**config.mk**
```make
export PLATFORM = sky130hd
export DESIGN_NAME = line_refill_adapter
export DESIGN_NICKNAME = d
export VERILOG_FILES = /design/src/rtl/line_refill_adapter_pkg.sv /design/src/rtl/line_refill_adapter.sv
export SDC_FILE = /design/constraint.sdc
export NUM_CORES = 1
export LEC_CHECK = 0
export ABC_AREA = 1
export CORE_MARGIN = 4
export CORE_UTILIZATION = 50
export DETAILED_ROUTE_END_ITERATION = 7
export HOLD_SLACK_MARGIN = 0.03
export PLACE_DENSITY = 0.81
export SLEW_MARGIN = 5
export SYNTH_ARGS = -nofsm -noshare
export SYNTH_HDL_FRONTEND = slang
export SYNTH_SLANG_ARGS = --single-unit
```
**constraint.sdc**
```tcl
create_clock -name clk -period 3 [get_ports clk]
set_clock_uncertainty 0.05 [all_clocks]
set_input_delay 0.6 -clock clk [delete_from_list [all_inputs] [get_ports clk]]
set_output_delay 0.6 -clock clk [all_outputs]
set_load 0.005 [all_outputs]
```
**src/rtl/line_refill_adapter_pkg.sv**
```systemverilog
// rtl/line_refill_adapter_pkg.sv - shared widths and state encoding for the line refill adapter
package line_refill_adapter_pkg;

    localparam int LINE_W = 128;
    localparam int BUS_W  = 32;
    localparam int BEATS  = LINE_W / BUS_W;

    typedef enum logic [1:0] {
        ST_IDLE = 2'd0,
        ST_BEAT = 2'd1,
        ST_DONE = 2'd2
    } state_t;

endpackage

```
**src/rtl/line_refill_adapter.sv**
```systemverilog
// rtl/line_refill_adapter.sv - runs one 128-bit cache line request as four ascending 32-bit bus beats
module line_refill_adapter
    import line_refill_adapter_pkg::*;
#(
    parameter int LINE_W_P = LINE_W,
    parameter int BUS_W_P  = BUS_W
) (
    input  logic                clk,
    input  logic                rst_n,
    input  logic                mem_req,
    input  logic                mem_we,
    input  logic [31:0]         mem_addr,
    input  logic [LINE_W_P-1:0] mem_wdata,
    output logic [LINE_W_P-1:0] mem_rdata,
    output logic                mem_ready,
    output logic                bus_req,
    output logic                bus_we,
    output logic [31:0]         bus_addr,
    output logic [BUS_W_P-1:0]  bus_wdata,
    input  logic [BUS_W_P-1:0]  bus_rdata,
    input  logic                bus_ready
);

    state_t              state_q;
    logic [1:0]          beat_q;
    logic [31:0]         base_q;
    logic                we_q;
    logic [LINE_W_P-1:0] wline_q;
    logic [LINE_W_P-1:0] rdata_q;
    logic                mem_ready_q;
    logic                bus_req_q;
    logic                bus_we_q;
    logic [31:0]         bus_addr_q;
    logic [BUS_W_P-1:0]  bus_wdata_q;

    logic [1:0]          beat_d;
    logic [31:0]         line_base_d;

    assign beat_d      = beat_q + 2'd1;
    assign line_base_d = mem_addr & 32'hFFFF_FFF0;

    // Bus outputs are loaded one beat ahead so they are already valid in the cycle a beat is offered.
    always_ff @(posedge clk or negedge rst_n) begin
        if (!rst_n) begin
            state_q     <= ST_IDLE;
            beat_q      <= 2'd0;
            base_q      <= 32'd0;
            we_q        <= 1'b0;
            wline_q     <= '0;
            rdata_q     <= '0;
            mem_ready_q <= 1'b0;
            bus_req_q   <= 1'b0;
            bus_we_q    <= 1'b0;
            bus_addr_q  <= 32'd0;
            bus_wdata_q <= '0;
        end else begin
            case (state_q)
                ST_IDLE: begin
                    if (mem_req) begin
                        base_q      <= line_base_d;
                        we_q        <= mem_we;
                        wline_q     <= mem_wdata;
                        beat_q      <= 2'd0;
                        bus_req_q   <= 1'b1;
                        bus_we_q    <= mem_we;
                        bus_addr_q  <= line_base_d;
                        bus_wdata_q <= mem_wdata[BUS_W_P-1:0];
                        state_q     <= ST_BEAT;
                    end
                end
                ST_BEAT: begin
                    if (bus_ready) begin
                        if (!we_q) begin
                            rdata_q[{beat_q, 5'b0} +: BUS_W_P] <= bus_rdata;
                        end
                        if (beat_q == 2'd3) begin
                            bus_req_q   <= 1'b0;
                            mem_ready_q <= 1'b1;
                            state_q     <= ST_DONE;
                        end else begin
                            beat_q      <= beat_d;
                            bus_addr_q  <= base_q + {28'd0, beat_d, 2'b00};
                            bus_wdata_q <= wline_q[{beat_d, 5'b0} +: BUS_W_P];
                        end
                    end
                end
                ST_DONE: begin
                    mem_ready_q <= 1'b0;
                    state_q     <= ST_IDLE;
                end
                default: state_q <= ST_IDLE;
            endcase
        end
    end

    assign mem_rdata = rdata_q;
    assign mem_ready = mem_ready_q;
    assign bus_req   = bus_req_q;
    assign bus_we    = bus_we_q;
    assign bus_addr  = bus_addr_q;
    assign bus_wdata = bus_wdata_q;

endmodule

```
* After elaboration in Yosys (flattened, before gate mapping)
Cells that the tools add are included.
** Operators by class
- Eq/ne operators :: 7
- Multiplexer cells :: 24
- $add $sub $neg :: 3
- Reduce and logical (&&, ||, !) cells :: 9
- Shifts and indexed selects :: 3
- Bitwise gates (word level) :: 1
** Operator list (count)
- 32-bit 2-to-1 mux :: 6
- 128-bit bitwise mux :: 1
- 32-bit one-hot mux with 2 select lines :: 2
- 32-bit by 9-bit variable shift with 128-bit output, first input constant :: 1
- 128-bit by 8-bit variable part select with 32-bit output :: 1
- 32-bit by 9-bit variable part select with 128-bit output :: 1
- 32-bit by 4-bit adder with 32-bit output :: 1
- 2-bit 2-to-1 mux :: 6
- 7-bit negator with 9-bit output :: 1
- 3-bit AND reduction :: 3
- 2-bit inequality test, second input constant :: 4
- 2-bit one-hot mux with 2 select lines :: 2
- 4-bit AND reduction :: 2
- 1-bit 2-to-1 mux :: 5
- 2-bit == test, second input constant :: 2
- 1-bit one-hot mux with 2 select lines :: 2
- 2-bit nonzero test :: 2
- 2-bit by 1-bit adder with 2-bit output, second input constant :: 1
- 2-bit by 1-bit == test with 1-bit output, second input constant :: 1
- 2-bit logical NOT :: 1
- 2-bit AND reduction :: 1
- 1-bit NOT :: 1
** Storage, ports and cells
- Register bits after elaboration :: 355
- Logic and storage cells :: 57
- Bits of input ports :: 197
- Output and inout port bits :: 195

* Logic depth before layout (Yosys ltp)
Gate-level depths: netlist of the first run.
- Depth after elaboration :: 5
- Gate-level depth with buffers :: 14
- Mapped depth without buffers :: 8

* Least setup slack after synthesis of the first run
Ideal clock, no wire load.
- Kind :: register -> register
- Start point :: register beat_q[0]
- End point :: register bus_wdata_q[11], in the netlist bus_wdata[11]
- Setup time :: 0.116 ns
- Cell stages (with the launch flop) :: 15
- Arrival time :: 2.117 ns
- Period minus slack after synthesis :: 2.284 ns
- Slack :: 0.716 ns
- Buffers on the path :: 6
- Data required time :: 2.834 ns
- Cells stage by stage :: dfrtp_1 > clkbuf_1 > inv_1 > buf_2 > buf_2 > ha_1 > buf_2 > inv_1 > buf_2 > buf_2 > nand3_1 > nand2_1 > nand2_1 > nand2_1 > nand2_1
** Between the ends
- Word-level cells in the longest chain between the ends :: 5
- Elaborated cells on any way between the ends :: 8
- Those cells by class :: add/sub: 1; eq/ne: 2; shift: 1; mux: 3; reduce/logical: 1
** Ends and longest elaborated chain
- start, declared :: RTL line line_refill_adapter.sv:25 : logic [1:0] beat_q;
- start signal, assigned :: RTL line line_refill_adapter.sv:81 : beat_q <= beat_d;
- 2-bit by 1-bit adder with 2-bit output :: RTL line line_refill_adapter.sv:39 : assign beat_d = beat_q + 2'd1;
- 128-bit by 8-bit variable part select with 32-bit output :: RTL line line_refill_adapter.sv:83 : bus_wdata_q <= wline_q[{beat_d, 5'b0} +: BUS_W_P];
- 32-bit 2-to-1 mux :: RTL line line_refill_adapter.sv:76 : if (beat_q == 2'd3) begin
- 32-bit 2-to-1 mux :: RTL line line_refill_adapter.sv:72 : if (bus_ready) begin
- 32-bit one-hot mux with 2 select lines :: RTL line line_refill_adapter.sv:57 : case (state_q)
- end signal, assigned :: RTL line line_refill_adapter.sv:67 : bus_wdata_q <= mem_wdata[BUS_W_P-1:0];
- end signal, assigned :: RTL line line_refill_adapter.sv:83
- end, declared :: RTL line line_refill_adapter.sv:34 : logic [BUS_W_P-1:0] bus_wdata_q;
Several ways; a longest one is shown, not always the timed one. The select of a mux whose other input is x is not followed.
A chain may end at the register's enable or synchronous reset.

* Worst setup path in the final report of the first run
- Start point :: register beat_q[0]
- End point :: register rdata_q[29], in the netlist mem_rdata[29]
** Between the ends
- Word-level cells in the longest chain between the ends :: 3
- Elaborated cells on any way between the ends :: 4
- Those cells by class :: add/sub: 1; shift: 2; mux: 1
** Ends and longest elaborated chain
- 7-bit negator with 9-bit output (*) :: RTL line line_refill_adapter.sv:74 : rdata_q[{beat_q, 5'b0} +: BUS_W_P] <= bus_rdata;
- 32-bit by 9-bit variable part select with 128-bit output / 32-bit by 9-bit variable shift with 128-bit output (equally long branches) :: RTL line line_refill_adapter.sv:74
- 128-bit bitwise mux (*) :: RTL line line_refill_adapter.sv:74
- end signal, assigned by index :: RTL line line_refill_adapter.sv:74
- end, declared :: RTL line line_refill_adapter.sv:29 : logic [LINE_W_P-1:0] rdata_q;
Every way passes the cells marked *; elsewhere a longest branch is shown, timed or not.

==> metrics.yaml, run 1 <==
num_rows: 65
drt_iter0_markers: 1522
cts_buffers: 38
die_area_mm2: 0.0353
gr-total-overflow: 0
fmax_mhz: 423
yosys.area.top_type: "dfrtp_1"
grt_pass1_wl_mm: 81.6
ys_top_cells_by_count: "nand2_1 (896), dfrtp_1 (351), nand3_1 (230)"
layout.nets: 2603
postCtsHoldBufs: 1
hold_viol_final: 0
cp_cell_sequence: "inv_2 -> ha_1 -> inv_1 -> nor3_1 -> nand3_1 -> o21ai_0"
synthTopCellsByArea: "dfrtp_1 (54%), nand2_1 (21%), nand3_1 (7.1%)"
dr.pass1.iters: 6
fin_crit_ps: 2360
crit_cells: 6
cp-end-kind: "register"
grt_usage: 0.281
core_area_mm2: 0.0317
worstPathRequired_ps: 3370
drcViolationCount: 0
leakagePower_nw: 11.0
power_density_mw_per_mm2: 1070
setup_viol: 0
ctsResizeCount: 0
fin_cells: 2828
yosysWarnings: 0
crit_type: "reg -> reg"
dpl.cell_count: 2762
fin_setup_tns_ps: 0
clk_pin_slew_ps: 60
ir_drop_uv: 848
drtAntennaViolNets: 0
ios: 392
critPathMaxFanout: 32
area_delta_synth_final_pct: 33.6
synthCells: 2095
critPathMaxStageDelay_ps: 510
cts_max_level: 2
maxSlewViolCount: 0
grt_pass1_vias: 15400
avgViaCountPerCell: 5.52
die_w_um: 188
wire_per_inst_um: 17.9
place_ws_ps: 609
maxSlewHeadroom: 0.246
initial_utilization: 0.510
die_y_um: 188
layout_worst_path_cycle_share: 0.788
final_area_mm2: 0.0216
clock-sinks: 351
ys_async_sr_fraction: 1.00
synth_most_common_cell: "nand2_1"
dpl-instance-area_mm2: 0.0203
whs_path_depth: 2
synth_area_mm2: 0.0162
routed_wl_mm: 50.5
synthFlopType: "dfrtp_1"
fin_ws_ps: 635
synth_seq_cells: 351
clock_latency_ps: 520
min_path_type: "reg -> reg"
reg2reg_depth: 6
worstSetupStartpointType: "register"
syn_avg_cell_area_um2: 7.72
cp.buffers_inverters: 2
drive_gt1_frac: 0.0474
clock_path_buffers: 3
synth_edf_count: 0
cts_tree: "yes"
p_total_mw: 23.1
maxCapViolCount: 0
io_buffers: 385
status: "completed"
cts_root_buf: "clkbuf_16"
ys_seq_area_frac: 0.543
worstPathArrival_ps: 2730
post_cts_buffers: 0
crit_family: "buffers and inverters"
synth.distinct_cells: 24
place_hpwl_mm: 33.2
tightestPinTransition_ps: 1130
rsz0062_at_grt: "no"
antenna_found_initial: 4
critPathSlowestCell: "dfrtp_4"
synth_top_area_share: 0.543
gp_congestion: 0.896
vias: 15600
grt_max_degree: 129
-- power breakdown --
| group | internal (mW) | switching [mW] |
|---|---|---|
| Sequential | 6.78 | 1.21 |
| Combinational | 4.20 | 6.04 |
| Clock | 2.97 | 1.89 |
-- area by class of cell --
class | count | area, um^2
diodes | 1 | 2.50
clock buffers | 51 | 1120
clock inverters | 13 | 179
fillers | 2482 | 10100
inverters | 95 | 357
multi-input cells | 1491 | 6380
flip-flops and latches | 351 | 8790
well taps | 402 | 503
repair buffers | 424 | 4290
-- final timing paths --
path,slack [ps],end,startpoint
min reg2reg,420,wline_q[17],wline_q[17]
min in group asynchronous,570,mem_rdata[36],rst_n
max,640,mem_rdata[29],beat_q[0]
max in group asynchronous,1420,bus_addr[17],rst_n
max reg2reg,640,mem_rdata[29],beat_q[0]
min,420,wline_q[17],wline_q[17]
-- tightest hold or removal path, stage by stage (launching register included) --
cell and delay, ps:
dfrtp_1 340, nand2_1 50, nand2_1 50
-- registers in the layout, indices dropped and copies added (netlist names), 2 cells and up --
name / count
base_q: 28
bus_addr: 29
bus_wdata: 32
mem_rdata: 128
state_q: 2
wline_q: 128
-- layout by cell type, fill, tap and decap left out, types with 2 or more instances in the layout --
| cell | n |
|---|---|
| ha_1 | 4 |
| o21ai_0 | 90 |
| conb_1 | 2 |
| buf_12 | 11 |
| nor2_2 | 2 |
| clkbuf_1 | 4 |
| dfrtp_1 | 350 |
| nor2_4 | 3 |
| nor2_1 | 117 |
| buf_4 | 28 |
| bufinv_16 | 4 |
| clkinv_2 | 7 |
| nand3_1 | 229 |
| clkbuf_8 | 6 |
| inv_2 | 3 |
| clkdlybuf4s50_1 | 383 |
| a21oi_1 | 28 |
| nand2_1 | 895 |
| inv_1 | 92 |
| nor3_1 | 48 |
| nand4_1 | 64 |
| clkbuf_16 | 41 |
-- layer usage --
layer / part of all wire / vias up / track usage / wire [um]
met2: 0.48 / 845 / 0.468 / 24500
met5: 0.00032 / - / 0 / 16
met3: 0.092 / 123 / 0.0612 / 4650
met4: 0.034 / 4 / 0.0974 / 1730
met1: 0.39 / 7401 / 0.368 / 19600
li1: - / 7250 / - / -
-- kinds of logic (layout without fill, tap and decap cells) --
logic type / after synthesis / in the layout / synth area share
simple gates: 1364 / 1364 / 0.350
flops: 351 / 351 / 0.543
buf+inv: 254 / 583 / 0.0659
compound gates: 120 / 120 / 0.0373
fa+ha+maj: 5 / 5 / 0.00387
other cells: 1 / 3 / 0.000232
-- metrics by stage --
| stage | utilization | hold WS, ps |
|---|---|---|
| after floorplan | - | 254 |
| after global placement | 0.640 | 403 |
| after detailed placement | 0.640 | 408 |
| after CTS | 0.681 | 423 |
| after global routing | 0.682 | 440 |
| final | 0.682 | 418 |
(Power assumes the default switching activity.)
==> run 2, diff against run 1 <==
Clock period 3 ns to 2.31 ns, I/O delays scaled along.
==> metrics.yaml, run 2 (synthesis gave the netlist of run 1 again) <==
place_hpwl_mm: 33.2  # about the same
drcViolationCount: 0  # unchanged
cp.buffers_inverters: 2  # unchanged
fin_cells: 2840  # was 2,828
dr.pass1.iters: 6  # unchanged
final_common_cell: "nand2_1"  # unchanged
maxCapViolCount: 0  # unchanged
power_density_mw_per_mm2: 1370  # was 1070 mW/mm^2
die_y_um: 188  # unchanged
num_rows: 65  # unchanged
area_delta_synth_final_pct: 33.9  # was 33.6%
cp_cell_sequence: "buf_16 -> clkdlybuf4s50_1"  # was inv_2 -> ha_1 -> inv_1 -> nor3_1 -> nand3_1 -> o21ai_0
clock-sinks: 351  # unchanged
fmax_mhz: 443
grt_pass1_vias: 15100  # was 15,400
crit_cells: 2  # was 6
drtAntennaViolNets: 0  # unchanged
layout.nets: 2614  # was 2,603
clock_path_buffers: 3  # unchanged
ir_drop_uv: 990  # was 848 uV
fin_ws_ps: 50.9  # was 635 ps
vias: 15800  # was 15,600
grt_max_degree: 130  # was 129
cts_max_level: 2  # unchanged
fin_crit_ps: 2260
clk_pin_slew_ps: 60  # about the same
crit_type: "reg -> out"  # was reg -> reg
dpl.cell_count: 2772  # was 2,762
place_ws_ps: 224  # was 609 ps
min_path_type: "reg -> reg"  # unchanged
clock_latency_ps: 520  # about the same
initial_utilization: 0.510  # unchanged
grt_usage: 0.277  # was 0.281
whs_path_depth: 2  # unchanged
core_area_mm2: 0.0317  # unchanged
io_buffers: 385  # unchanged
setup_viol: 0  # unchanged
crit_family: "buffers and inverters"  # unchanged
final_cell_mix: "nand2_1 (895), clkdlybuf4s50_1 (383), dfrtp_1 (350), nand3_1 (229), nor2_1 (117)"  # unchanged
cts_root_buf: "clkbuf_16"  # unchanged
cp-end-kind: "output port"  # was register
grt_pass1_wl_mm: 80.7  # was 81.6 mm
nFillCells: 2469  # was 2,482
ios: 392  # unchanged
avgViaCountPerCell: 5.55  # was 5.52
p_total_mw: 29.8  # was 23.1 mW
drt_iter0_markers: 1807  # was 1,522
cts_buffers: 37  # was 38
gr-total-overflow: 0  # unchanged
tightestPinTransition_ps: 839  # was 1130 ps
rsz0062_at_grt: "no"  # unchanged
maxSlewViolCount: 0  # unchanged
antenna_cells: 0  # was 1
die_area_mm2: 0.0353  # unchanged
drive_gt1_frac: 0.0492  # was 0.0474
antenna_found_initial: 1  # was 4
critPathMaxFanout: 23  # was 32
leakagePower_nw: 11.0  # about the same
critPathMaxStageDelay_ps: 540  # was 510 ps
gp_congestion: 0.877  # was 0.896
status: "completed"  # unchanged
routed_wl_mm: 50.5  # about the same
hold_viol_final: 0  # unchanged
cts_tree: "yes"  # unchanged
die_w_um: 188  # unchanged
worstPathArrival_ps: 1750  # was 2730 ps
reg2reg_depth: 8  # was 6
fin_setup_tns_ps: 0  # unchanged
critPathSlowestCell: "clkdlybuf4s50_1"  # was dfrtp_4
worstPathRequired_ps: 1800  # was 3370 ps
maxSlewHeadroom: 0.441  # was 0.246
worstSetupStartpointType: "register"  # unchanged
layout_worst_path_cycle_share: 0.978
wire_per_inst_um: 17.8  # was 17.9 um
run 2: changes by cell type in the layout (fill, tap and decap cells not counted), sizes merged, moves of 2 or more:
cell / delta
buf: +10
bufbuf: +2
bufinv: -3
clkbuf: +4
inv: +2
run 2: where the power goes:
part	internal, mW	switching [mW]	leakage (nW)	total (mW)
sequential	8.81	1.59	4.47	10.4
clock	3.27	2.40	0.564	5.67
combinational	5.78	7.92	5.96	13.7
run 2: final timing paths:
| check | from | slack, ps | end |
|---|---|---|---|
| max in group asynchronous | rst_n | 1030 | base_q[26] |
| hold reg to reg | wline_q[126] | 420 | wline_q[126] |
| hold / removal | wline_q[126] | 420 | wline_q[126] |
| min in group asynchronous | rst_n | 460 | mem_rdata[42] |
| setup / recovery | beat_q[0] | 50 | bus_addr[2] |
| setup reg to reg | beat_q[0] | 160 | bus_wdata[1] |
run 2: tightest hold or removal path: cells and delay by family, from the launching register on:
family           cells  cell delay (ps)
flip-flops           1              340
AND/OR/NAND/NOR      2              100
run 2: timing repair:
item / 4_1_cts / 5_1_grt
setup endpoints to repair: 1 / 0
hold endpoints to repair: 49 / 0
buffers inserted: 0 / 0
resized for setup: 1 / 0
hold buffers: 1 / 0
run 2: routing by layer:
layer,part of all wire,wire length (um),up-vias,global-route usage
met5,0.00026,13,-,0
met4,0.037,1880,2,0.0912
met3,0.090,4560,142,0.0517
met2,0.48,24000,860,0.456
met1,0.40,20000,7500,0.374
li1,-,-,7268,-
run 2: final cells by class:
class / instances / area, um^2 / share of cell area
flip-flops and latches: 351 / 8790 / 0.405
inverters: 95 / 357 / 0.0165
clock buffers: 55 / 1050 / 0.0486
repair buffers: 436 / 4510 / 0.208
well taps: 402 / 503 / 0.0232
clock inverters: 10 / 82.6 / 0.00381
multi-input cells: 1491 / 6380 / 0.294
run 2: metrics by stage:
stage,util,area [um^2],hold slack (ps)
3_5_place_dp,0.645,20500,397
2_1_floorplan,-,16200,116
6_report,0.683,21700,418
4_1_cts,0.683,21700,422
5_1_grt,0.683,21700,435
3_3_place_gp,0.645,20500,401
==> run 3, diff against run 2 <==
Settings changed: HOLD_SLACK_MARGIN 0.03 to 0.02.
==> results of run 3 <==
Final layout, timing and power as in run 2 (identical DEF).
